File: config.mk
export PLATFORM = sky130hd
export DESIGN_NAME = apb_tx_sequencer
export DESIGN_NICKNAME = d
export VERILOG_FILES = /design/src/rtl/apb_tx_sequencer.sv
export SDC_FILE = /design/constraint.sdc
export NUM_CORES = 1
export LEC_CHECK = 0
export ABC_AREA = 1
export CAP_MARGIN = 20
export CORE_UTILIZATION = 35
export CTS_CLUSTER_SIZE = 10
export DETAILED_ROUTE_END_ITERATION = 8
export PLACE_DENSITY = 0.65
export SETUP_SLACK_MARGIN = 0.1
export SLEW_MARGIN = 20
export SYNTH_ARGS = -nofsm -noshare
export SYNTH_HDL_FRONTEND = slang
export SYNTH_SLANG_ARGS = --single-unit
File: constraint.sdc
create_clock -name PCLK -period 5.2 [get_ports PCLK]
set_clock_uncertainty 0.15 [all_clocks]
set_input_delay 1.04 -clock PCLK [delete_from_list [all_inputs] [get_ports PCLK]]
set_output_delay 1.04 -clock PCLK [all_outputs]
set_load 0.01 [all_outputs]
File: src/rtl/apb_tx_sequencer.sv
// Sequences one transmit transaction: an address phase followed by cfg_len FIFO words,
// each offered to the transmitter over a valid/ready handshake. Runs entirely on PCLK.
module apb_tx_sequencer #(
  parameter int DATAWIDTH = 16,
  parameter int ADDRWIDTH = 8,
  parameter int LENWIDTH  = 16,
  parameter int TIMEOUT   = 255
) (
  input  logic                 PCLK,
  input  logic                 PRESETn,
  input  logic                 start_i,
  input  logic                 abort_i,
  input  logic [ADDRWIDTH-1:0] cfg_addr_i,
  input  logic [LENWIDTH-1:0]  cfg_len_i,
  input  logic                 fifo_empty_i,
  input  logic [DATAWIDTH-1:0] fifo_rdata_i,
  output logic                 fifo_rd_o,
  output logic                 tx_valid_o,
  output logic                 tx_is_addr_o,
  output logic [DATAWIDTH-1:0] tx_data_o,
  input  logic                 tx_ready_i,
  output logic                 busy_o,
  output logic                 done_o,
  output logic                 err_o,
  output logic [LENWIDTH-1:0]  remain_o
);

  localparam int SW = (TIMEOUT < 2) ? 1 : $clog2(TIMEOUT + 1);

  localparam logic [2:0] S_IDLE  = 3'd0;
  localparam logic [2:0] S_ADDR  = 3'd1;
  localparam logic [2:0] S_FETCH = 3'd2;
  localparam logic [2:0] S_SEND  = 3'd3;
  localparam logic [2:0] S_DONE  = 3'd4;
  localparam logic [2:0] S_ERR   = 3'd5;

  logic [2:0]           state;
  logic [DATAWIDTH-1:0] data_q;
  logic [LENWIDTH-1:0]  remain;
  logic [SW-1:0]        stall;
  logic                 err_q;

  always_ff @(posedge PCLK or negedge PRESETn) begin
    if (!PRESETn) begin
      state  <= S_IDLE;
      data_q <= '0;
      remain <= '0;
      stall  <= '0;
      err_q  <= 1'b0;
    end else if (abort_i) begin
      // Abort outranks every other event, including a simultaneous handshake or start.
      if (state != S_IDLE) begin
        state  <= S_IDLE;
        remain <= '0;
        stall  <= '0;
      end
    end else begin
      case (state)
        S_IDLE: begin
          if (start_i) begin
            err_q <= 1'b0;
            stall <= '0;
            if (cfg_len_i != '0) begin
              data_q <= DATAWIDTH'(cfg_addr_i);
              remain <= cfg_len_i;
              state  <= S_ADDR;
            end else begin
              state <= S_DONE;
            end
          end
        end
        S_ADDR: begin
          if (tx_ready_i) state <= S_FETCH;
        end
        S_FETCH: begin
          if (!fifo_empty_i) begin
            data_q <= fifo_rdata_i;
            stall  <= '0;
            state  <= S_SEND;
          end else begin
            if (stall != SW'(TIMEOUT)) stall <= stall + SW'(1);
            // The cycle whose increment reaches TIMEOUT is the last empty FETCH.
            if (stall >= SW'(TIMEOUT - 1)) state <= S_ERR;
          end
        end
        S_SEND: begin
          if (tx_ready_i) begin
            remain <= remain - LENWIDTH'(1);
            state  <= (remain == LENWIDTH'(1)) ? S_DONE : S_FETCH;
          end
        end
        S_DONE: state <= S_IDLE;
        S_ERR: begin
          err_q <= 1'b1;
          state <= S_IDLE;
        end
        default: state <= S_IDLE;
      endcase
    end
  end

  always_comb begin
    tx_valid_o   = (state == S_ADDR) || (state == S_SEND);
    tx_is_addr_o = (state == S_ADDR);
    fifo_rd_o    = (state == S_FETCH) && !fifo_empty_i && !abort_i;
    busy_o       = (state != S_IDLE);
    done_o       = (state == S_DONE);
  end

  assign tx_data_o = data_q;
  assign err_o     = err_q;
  assign remain_o  = remain;

endmodule

==> results.md, run 1 <==
- In this run the core area contains 32 standard-cell rows.
- The number of standard cells after synthesis is 450.
- Setup repair after global routing left no endpoint under its margin.
- Leaving out fill and tap cells, the most frequent cell in the layout is nand2_1.
- dfrtp_1 takes more of the synthesized area than any other cell.
- The fraction of post-synthesis cell area in the top cell type by area is 38.1%.
- The number of buffers on the longest clock path is 2.
- When the netlist entered floorplanning its net count stood at 500.
- The tool flagged a number of max-cap violations equal to 0.
- Global routing finished with a remaining overflow of 0.
- The first-pass GRT wire length is 13.0 mm.
- The finished layout holds 631 standard cells, fillers aside.
- In the layout the commonest cells are nand2_1 (212), clkdlybuf4s50_1 (82), nor2_1 (53).
- The largest stage delay on the critical path is 0.57 ns.
- The die covers 0.00863 mm².
- Before antenna repair, the detailed router went through 4 iterations.
- The leakage component of the power is 1.96 nW.
- In this run, post-CTS repair resized a total of 0 instances.
- The worst hold path belongs to the class reg -> reg.
- Clock tree synthesis found a total of 44 sinks.
- The clock input transition at the sequential cells of the worst setup and hold paths is 0.09 ns.
- The total of buffers placed on input and output ports is 83.
- CTS built an H-tree with a depth of 2.
- The number of slew-limit violations in the final report was 0.
- Walking the worst path, the cells encountered are clkdlybuf4s50_1 > nor3_1 > clkdlybuf4s50_1.
- The core area is 0.00785 mm².
- After detailed routing, the number of remaining DRC violations is 0.
- The worst hold path startpoint is tx_data_o[7].
- The achievable frequency is 0.278 GHz.
- The category of the worst setup path launch point is an input pin.
- The detail-routed via count per cell is 4.75.
- Hold timing on the final database bottoms out at a slack of 0.327 ns.
- After the first detailed-routing iteration, the DRC count stood at 234.
- The worst path needs 3.60 ns of the cycle, external delays included.
- STA classifies the critical path endpoint as a primary output.
- The routed design has 7.79 mm of wire.
- Power spread over the standard cell area amounts to 431 mW/mm².
- The starting density of the core is 36.8%.
- The flow ran to the end, and the final reports show no timing, DRC or antenna violations.
- Setup violations remaining at the end of the flow were counted as 0.
- Summed over all failing endpoints, the final setup total negative slack is 0 ns.
- The clock buffer count from CTS is 5.
- The floorplan step set the die width to 92.9 µm.
- The diode insertion count for antenna repair is 0.
- The final-report hold violation count is 0.
- The maximum number of pins on one net before global-route repair is 45.
- Global routing used 18.8% of the available tracks across all layers.
- Yosys attributes the largest share of cell area to dfrtp_1 (38%), nand2_1 (28%), nor2_1 (6.9%), nand3_1 (6.4%), inv_1 (4.4%).
- The fraction of layout instances using a drive strength above 1 is 5.29%.
- Clock tree synthesis selected as its root buffer the cell clkbuf_8.
- The category of the most critical setup path is in -> out.
- The number of flip-flops and latches in the synthesized netlist is 44.
- From bottom edge to top edge, the die measures 92.9 µm.
- The slowest stage cell on the critical path is clkdlybuf4s50_1.
- For the pin with the worst max-slew slack, the measured transition is 0.828 ns.
- For the worst flop-to-flop path, the logic depth is 8.
- The share of the yosys chip area belonging to registers is 38.1%.
- The worst register-to-register path ends at tx_data_o[5].
- The critical path buffer and inverter count is 2.
- The kind of cell adding the most delay to the critical path is buffers and inverters.
- The via count of the routed design is 3000.
- The initial antenna violation count is 0.
- The setup slack of the most critical reg-to-reg path is 2.90 ns.
- The number of cells traversed by the worst hold path is 2.
- The via count of the first global-routing pass is 2824.
- The multi-input logic area is 0.00155 mm².
- The most used flip-flop cell after synthesis is dfrtp_1.
- The area of the mapped netlist is 0.00289 mm².
- The number of synthesized flops with an enable pin is 0.
- After layout, the worst setup slack is 1.60 ns.
- After filler insertion, the fill cell instance count of the layout stands at 809.
- Dividing the detail-routed wire length by the instance count gives 12.3 µm.
- The number of nets in the final layout is 578.
- TritonCTS built the clock tree.
- For this design, the CTS-stage hold fixing added 0 buffers.
- The worst pin sits at a relative slew slack of 44.8%.
- The area occupied by registers is 0.00110 mm².
- Of all nets on the critical path, the largest fanout is 7.
- Compared with the post-synthesis result, the final layout area differs by 34.1%.
- The post-place instance area is 0.00376 mm².
- After legalization and detailed placement, the total HPWL measured 5.60 mm.
- OpenSTA, run right after detailed placement, puts the worst setup slack at 1.61 ns.
- After clock tree synthesis, the setup repair step added 0 buffers.
- The share of the clock period used by the worst path after layout is 69.3%.
- The post-synthesis area per instance is 6.43 µm².
- The worst hold path terminates at tx_data_o[7].
- The clock reaches the later pin of the worst-skew pair after 0.31 ns.
- The worst path arrival time is 2.41 ns.
- The final non-filler cell area is 0.00388 mm².
- The number of different library cells used by synthesis comes to 29.
- The yosys synthesis warning count is 0.
- Data on the critical path is required at its endpoint by 4.01 ns.
- The count of nets left with antenna violations once routing finished came out at 0.
- The worst-case IR drop observed on VDD is 0.221 mV.
- The cell repeated most along the worst path is clkdlybuf4s50_1.
- The number of cells in the design after placement is 623.
- Counting flops with an async set or reset pin after synthesis yields a share of 100%.
- Total power for the finished layout comes to 1.67 mW.
- The count of pins on the block boundary is 84.
- The congestion estimate from routability-driven global placement came to 0.854.
- The worst register-to-register path begins at state[1].
- The final core utilization is 49.4%.
## metal layers
metal  vias to the layer above  part of all wire [%]  global-route usage (%)
met5                         -                     0                       0
met4                         0                   1.5                    5.77
met3                         9                   4.6                    3.20
met2                        66                    48                    31.9
met1                      1372                    46                    24.4
li1                       1553                     -                       -
## cells in the mapped netlist, types with 2 or more instances
master and n:
nor2_2 4, nand2_2 4, nand4_1 7, ha_1 4, inv_2 4, nor2_1 53, nand3_1 37, inv_1 34
buf_6 4, nand3_2 3, xor2_1 3, a31oi_1 2, o21ai_0 5, nand2_1 212, dfrtp_1 44, o21ai_1 2
a21oi_1 10, nor3_1 2, clkbuf_1 2, buf_2 4, buf_4 2
## power breakdown
part	switching [mW]	leakage (nW)	internal (mW)
sequential	0.0947	0.588	0.432
clock	0.130	0.0583	0.145
combinational	0.507	1.31	0.364
## state kept, by name, indices dropped and copies added, names as in the netlist
name / count
stall: 8
tx_data_o: 16
remain_o: 16
err_o: 1
state: 3
## cell families after synthesis
logic type,Yosys count,synth area share (%)
simple gates,324,46.4
flops,44,38.1
buf+inv,51,8.18
compound gates,24,4.67
xor+xnor,3,0.909
fa+ha+maj,4,1.73
## worst max path at each step
stage | from | endpoint | slack [ns] | cells after the start
floorplan | fifo_empty_i | fifo_rd_o | 2.67 | 1
global placement | fifo_empty_i | fifo_rd_o | 1.60 | 3
detailed placement | fifo_empty_i | fifo_rd_o | 1.61 | 3
CTS | fifo_empty_i | fifo_rd_o | 1.60 | 3
global route | fifo_empty_i | fifo_rd_o | 1.49 | 3
finish | fifo_empty_i | fifo_rd_o | 1.60 | 3
## worst register-to-register path, cell delays in order, from the launching register on
cell and delay (ns):
dfrtp_1 0.55, inv_2 0.11, nor2_2 0.66, nand2_1 0.18, nand2_2 0.17, nor2_4 0.10, inv_4 0.18, nand2_1 0.08
nand2_1 0.06
## area by class of cell
type                       count  share of cell area [%]
sequential                    44                    28.4
tap                          102                    3.29
multi-input combinational    355                    40.1
timing repair buffer          83                    21.4
inverter                      39                    3.84
clock inverter                 3                    1.23
clock buffer                   5                    1.78
Power figures use the tool's default switching activity.
==> inputs of run 2 (changes only) <==
Settings changed: PLACE_DENSITY 0.65 to 0.67.
Clock period 5.2 ns to 3.2 ns, I/O delays scaled along.
==> results.md, run 2 (same netlist as run 1, synthesis figures left out) <==
- The flow ran to the end, and the final reports show no timing, DRC or antenna violations.
- Global routing used 18.7% of the available tracks.
- The detail-routed via count per cell is 4.83.
- The die covers 0.00863 mm².
- The library cells used most frequently in the layout, excluding fill and tap cells, are nand2_1 (212), clkdlybuf4s50_1 (82), nor2_1 (53).
- The element type at the critical path end is a primary output.
- The setup-violating endpoint count in the final report is 0.
- The deepest level of the CTS H-tree is 2.
- Data on the critical path arrives at its endpoint at 1.83 ns.
- The post-route total power is 2.72 mW.
- The clock latency at the later pin of the worst-skew pair is 0.30 ns.
- Entering global routing, the biggest net connects 45 pins.
- The total routed wirelength is 7.80 mm.
- The switching component of the power is 1.18 mW.
- The post-CTS setup repair buffer count is 0.
- The category of the worst setup path launch point is an input pin.
- The count of pins on the block boundary is 84.
- The path class of the tightest hold or removal check is in -> async.
- The first-pass GRT wire length is 12.9 mm.
- The initial antenna violation count is 0.
- The number of nets still failing antenna checks after routing is 0.
- The total of buffers placed on input and output ports is 83.
- The leakage component of the power is 1.98 nW.
- The part of the total power dissipated in sequential elements is 31.6%.
- Static timing analysis puts the maximum clock frequency at 0.382 GHz.
- The final-report hold violation count is 0.
- Counting every sink on the clock net gives 44.
- The highest fanout seen on the critical path is 3.
- The average wire length per cell after detail routing is 12.3 µm.
- The category of the most critical setup path is in -> out.
- The congestion estimate from routability-driven global placement came to 0.969.
- The number of buffers on the longest clock path is 2.
- The pre-antenna-repair detailed-routing pass consisted of 5 iterations.
- 0 antenna diodes ended up in the layout.
- After detailed routing, the number of remaining DRC violations is 0.
- After floorplanning, the core was divided into 32 placement rows.
- The clock input transition at the sequential cells of the worst setup and hold paths is 0.09 ns.
- The via count of the first global-routing pass is 2825.
- In this run the tightest slew margin relative to its limit is 62.3%.
- The core area is 0.00785 mm².
- The via count of the routed design is 3066.
- Setup repair after global routing left no endpoint under its margin.
- Global routing finished with a remaining overflow of 0.
- The final critical-path required period is 2.62 ns.
- The combinational fraction of design power is 52.4%.
- The die is 92.9 µm tall.
- The leading cell type in the layout, fill and taps excluded is nand2_1.
- For this design the ratio of total power to cell area is 696 mW/mm².
- The layout overhead on the synthesized area is 35.1%.
- In the final layout, the share of cells above drive strength 1 is 6.00%.
- The number of fill cells is 796.
- Internal power comes to 1.54 mW.
- Clock tree synthesis inserted a total of 5 buffers.
- The number of nets in the final layout is 582.
- Summed over all failing endpoints, the final setup total negative slack is 0 ns.
- The post-cts gate resize count is 0.
- Once placement finished, the instance area stood at 0.00379 mm².
- The TritonCTS clock tree is done.
- The HPWL after detailed placement is 5.75 mm.
- Of the total power, the clock network draws 16.1%.
- The tool flagged a number of max-cap violations equal to 0.
- At the worst endpoint, the required time is 2.41 ns.
- At the pin with the least slew margin, the transition time is 0.564 ns.
- The largest vdd supply drop is 0.275 mV.
- The share of the clock period used by the worst path after layout is 81.8%.
- The number of slew-limit violations in the final report came to 0.
- From left edge to right edge, the die measures 92.9 µm.
- In this run switching power makes up 43.4% of total power.
- The finished cells cover 0.00391 mm².
- The number of DRC violations after detailed-routing iteration 0 is 182.
- The buffer type at the clock tree root is clkbuf_8.
- The initial utilization of the core area, before any placement, comes to 36.8%.
- The number of hold-repair buffers added at the cts stage is 0.
run 2: cell count changes in the layout (fill, tap and decap cells not counted):
cell   delta
buf_4     +4
run 2: final cells by class:
| class | instances | area [µm²] | share of cell area [%] |
|---|---|---|---|
| repair buffers | 87 | 858 | 22.0 |
| clock buffers | 5 | 68.8 | 1.76 |
| clock inverters | 3 | 47.5 | 1.22 |
| flip-flops and latches | 44 | 1100 | 28.2 |
| well taps | 102 | 128 | 3.27 |
| inverters | 39 | 149 | 3.81 |
| multi-input cells | 355 | 1550 | 39.8 |
run 2: through the flow:
stage                     setup WS [ns]  utilization [%]  std cells  hold slack, ns
after detailed placement          0.586             48.3        627           0.311
after global placement            0.595             48.3        627           0.306
after floorplan                    1.25                -        450           0.194
final                             0.582             49.8        635           0.182
after global routing              0.483             49.8        635           0.217
after CTS                         0.569             49.7        635           0.332
run 2: routing by layer:
| metal | global-route usage (%) | up-vias | wire length, µm |
|---|---|---|---|
| li1 | - | 1569 | - |
| met1 | 24.8 | 1381 | 3580 |
| met2 | 30.1 | 108 | 3620 |
| met3 | 3.69 | 8 | 506 |
| met4 | 6.54 | 0 | 96 |
| met5 | 0 | - | 0 |
run 2: worst paths after layout:
check	start	end	slack [ns]	cells after the start
setup / recovery	abort_i	fifo_rd_o	0.58	3
hold / removal	PRESETn	remain_o[12]	0.18	1
setup reg to reg	remain_o[0]	remain_o[8]	1.14	11
hold reg to reg	tx_data_o[1]	tx_data_o[1]	0.33	2
max in group asynchronous	PRESETn	tx_data_o[0]	2.34	1
min in group PCLK	tx_data_o[1]	tx_data_o[1]	0.33	2
run 2: power groups by stage:
stage / sequential, mW / clock, mW / combinational, mW
floorplan: 0.888 / 0 / 0.842
global placement: 0.863 / 0 / 1.40
detailed placement: 0.869 / 0 / 1.42
CTS: 0.858 / 0.450 / 1.43
global route: 0.880 / 0.479 / 1.60
finish: 0.858 / 0.437 / 1.42
run 2: critical path, cell delays in order:
cell and delay [ns]:
clkdlybuf4s50_1 0.43, nor3_1 0.19, clkdlybuf4s50_1 0.56
==> inputs of run 3 (changes only) <==
Clock period 3.2 ns to 2.2 ns, I/O delays scaled along.
==> results.md, run 3 (same netlist as run 1, synthesis figures left out) <==
- The flow ran to the end, and the final reports show no timing, DRC or antenna violations.
- The buffer type at the clock tree root is clkbuf_8.
- Leaving out fill and tap cells, the most frequent cells in the layout are nand2_1 (212), clkdlybuf4s50_1 (77), nor2_1 (53).
- The core area is 0.00785 mm².
- The die outline area is 0.00863 mm².
- The final critical-path required period is 1.97 ns.
- The element type at the critical path end is a primary output.
- After detailed placement, the total cell area comes to 0.00396 mm².
- From synthesis to final layout, the design area changed by 42.4%.
- The TritonCTS clock tree is done.
- Timing would allow up to 0.507 GHz.
- The initial antenna violation count is 0.
- The worst hold slack after final layout is 0.334 ns.
- Leaving out fill and tap cells, the most frequent cell in the layout is nand2_1.
- OpenSTA, run right after detailed placement, puts the worst setup slack at -0.0276 ns.
- After clock tree synthesis, the clock-pin slew on the worst setup and hold paths is 0.09 ns.
- The worst hold path startpoint is tx_data_o[7].
- Setup repair after global routing left no endpoint under its margin.
- For this run, design rule violations remaining after detail routing come to 0.
- The die is 92.9 µm tall.
- In the final routed layout, each cell accounts on average for 12.2 µm.
- The worst hold path belongs to the class reg -> reg.
- The number of cells in the design after placement is 643.
- The number of standard cells in the final layout excluding fillers is 656.
- The detail-routed via count per cell is 4.85.
- The final non-filler cell area is 0.00412 mm².
- The final core utilization is 52.5%.
- Counting along the longest clock path gives a buffer depth of 2.
- The setup path with the least slack is of type reg -> out.
- At the end of the flow, the number of nets in the layout was 603.
- Global routing used 18.9% of the available tracks.
- The starting density of the core is 36.8%.
- The maximum number of pins on one net before global-route repair is 20.
- Adding up every negative setup slack in the final design gives 0 ns.
- In this run the count of I/O pins placed on the die edge is 84.
- The highest fanout seen on the critical path is 3.
- The number of DRC violations after detailed-routing iteration 0 is 127.
- Max-cap violations in this run came to 0.
- Across all setup checks in the final design, the least slack found is 0.227 ns.
- The via count of the first global-routing pass is 2782.
- CTS built an H-tree with a depth of 2.
- The routed layout has 3180 vias.
- The final-report hold violation count is 0.
- The worst path arrival time is 1.38 ns.
- Of the available clock period, the critical path in the final layout requires 89.7%.
- In this run, CTS created clock tree buffers numbering 5.
- The total of buffers placed on input and output ports is 83.
- The diode insertion count for antenna repair is 0.
- The launch point of the critical path is state[2].
- For this run, the detailed router's first-pass iteration total came to 4.
- The ratio of total power to cell area is 1010 mW/mm².
- The first-pass GRT wire length is 12.8 mm.
- The HPWL after detailed placement is 6.09 mm.
- The later pin in the worst-skew pair is clocked with a latency of 0.31 ns.
- In this run the critical register-to-register path is launched from stall[1].
- The setup-violating endpoint count in the final report is 0.
- The worst pin sits at a relative slew slack of 76.6%.
- Power comes to 4.15 mW.
- The worst path required time is 1.61 ns.
- For this design the static power due to leakage is 2.12 nW.
- The number of nets still failing antenna checks after routing is 0.
- The placer's final routability congestion estimate is 0.841.
- The pin slew with the least headroom to its limit is 0.351 ns.
- The number of clock sinks seen by CTS is 44.
- The number of slew-limit violations in the final report is 0.
- The remaining global-route overflow is 0.
- The x dimension of the die is 92.9 µm.
- Across the VDD grid, the largest voltage drop is 0.376 mV.
- In the final layout, the share of cells above drive strength 1 is 9.57%.
- The worst setup path is launched from a flop.
- The total routed wirelength is 8.01 mm.
- The floorplan row count is 32.
- After filler insertion, the fill cell instance count of the layout stands at 803.
[run 3: cell count changes in the layout (fill, tap and decap cells not counted), sizes merged]
cell,before,now
inv,39,40
clkdlybuf4s50,82,77
buf,5,25
dlymetal6s2s,0,1
clkinv,2,0
clkinvlp,0,1
dlygate4sd3,0,1
dlygate4sd2,0,4
[run 3: where the power goes]
part           total, mW  internal, mW  switching, mW
Clock              0.656         0.343          0.313
Sequential          1.24          1.02          0.218
Combinational       2.26          1.02           1.24
Total               4.15          2.38           1.77
[run 3: layout make-up]
class                           count  area [µm²]  share of cell area [%]
Sequential cell                    44        1100                    26.8
Inverter                           39         149                    3.62
Clock buffer                        5        68.8                    1.67
Tap cell                          102         128                    3.10
Timing Repair Buffer              108        1060                    25.8
Multi-Input combinational cell    355        1560                    37.9
Clock inverter                      3        46.3                    1.12
[run 3: final timing paths]
| path | depth (start not counted) | slack, ns | to |
|---|---|---|---|
| hold / removal | 2 | 0.33 | tx_data_o[7] |
| min in group asynchronous | 2 | 0.40 | remain_o[9] |
| hold reg to reg | 2 | 0.33 | tx_data_o[7] |
| max in group asynchronous | 3 | 0.90 | tx_data_o[2] |
| setup / recovery | 4 | 0.23 | fifo_rd_o |
| setup reg to reg | 7 | 0.41 | stall[2] |
[run 3: timing repair]
action,4_1_cts,5_1_grt
buffers inserted,4,0
endpoints found under the setup margin,5,1
hold buffers,1,0
gates resized for setup,6,1
endpoints found under the hold margin,14,0
[run 3: critical path, stage by stage (launching register included)]
cell	delay, ns
dfrtp_1	0.44
nor2_4	0.14
nand2_1	0.10
nor3_1	0.13
dlygate4sd2_1	0.28
[run 3: per-layer routing]
metal	global-route usage [%]	part of all wire (%)
met5	0	0
met4	4.62	0.69
met3	3.28	4.9
met2	32.0	49
met1	24.8	46
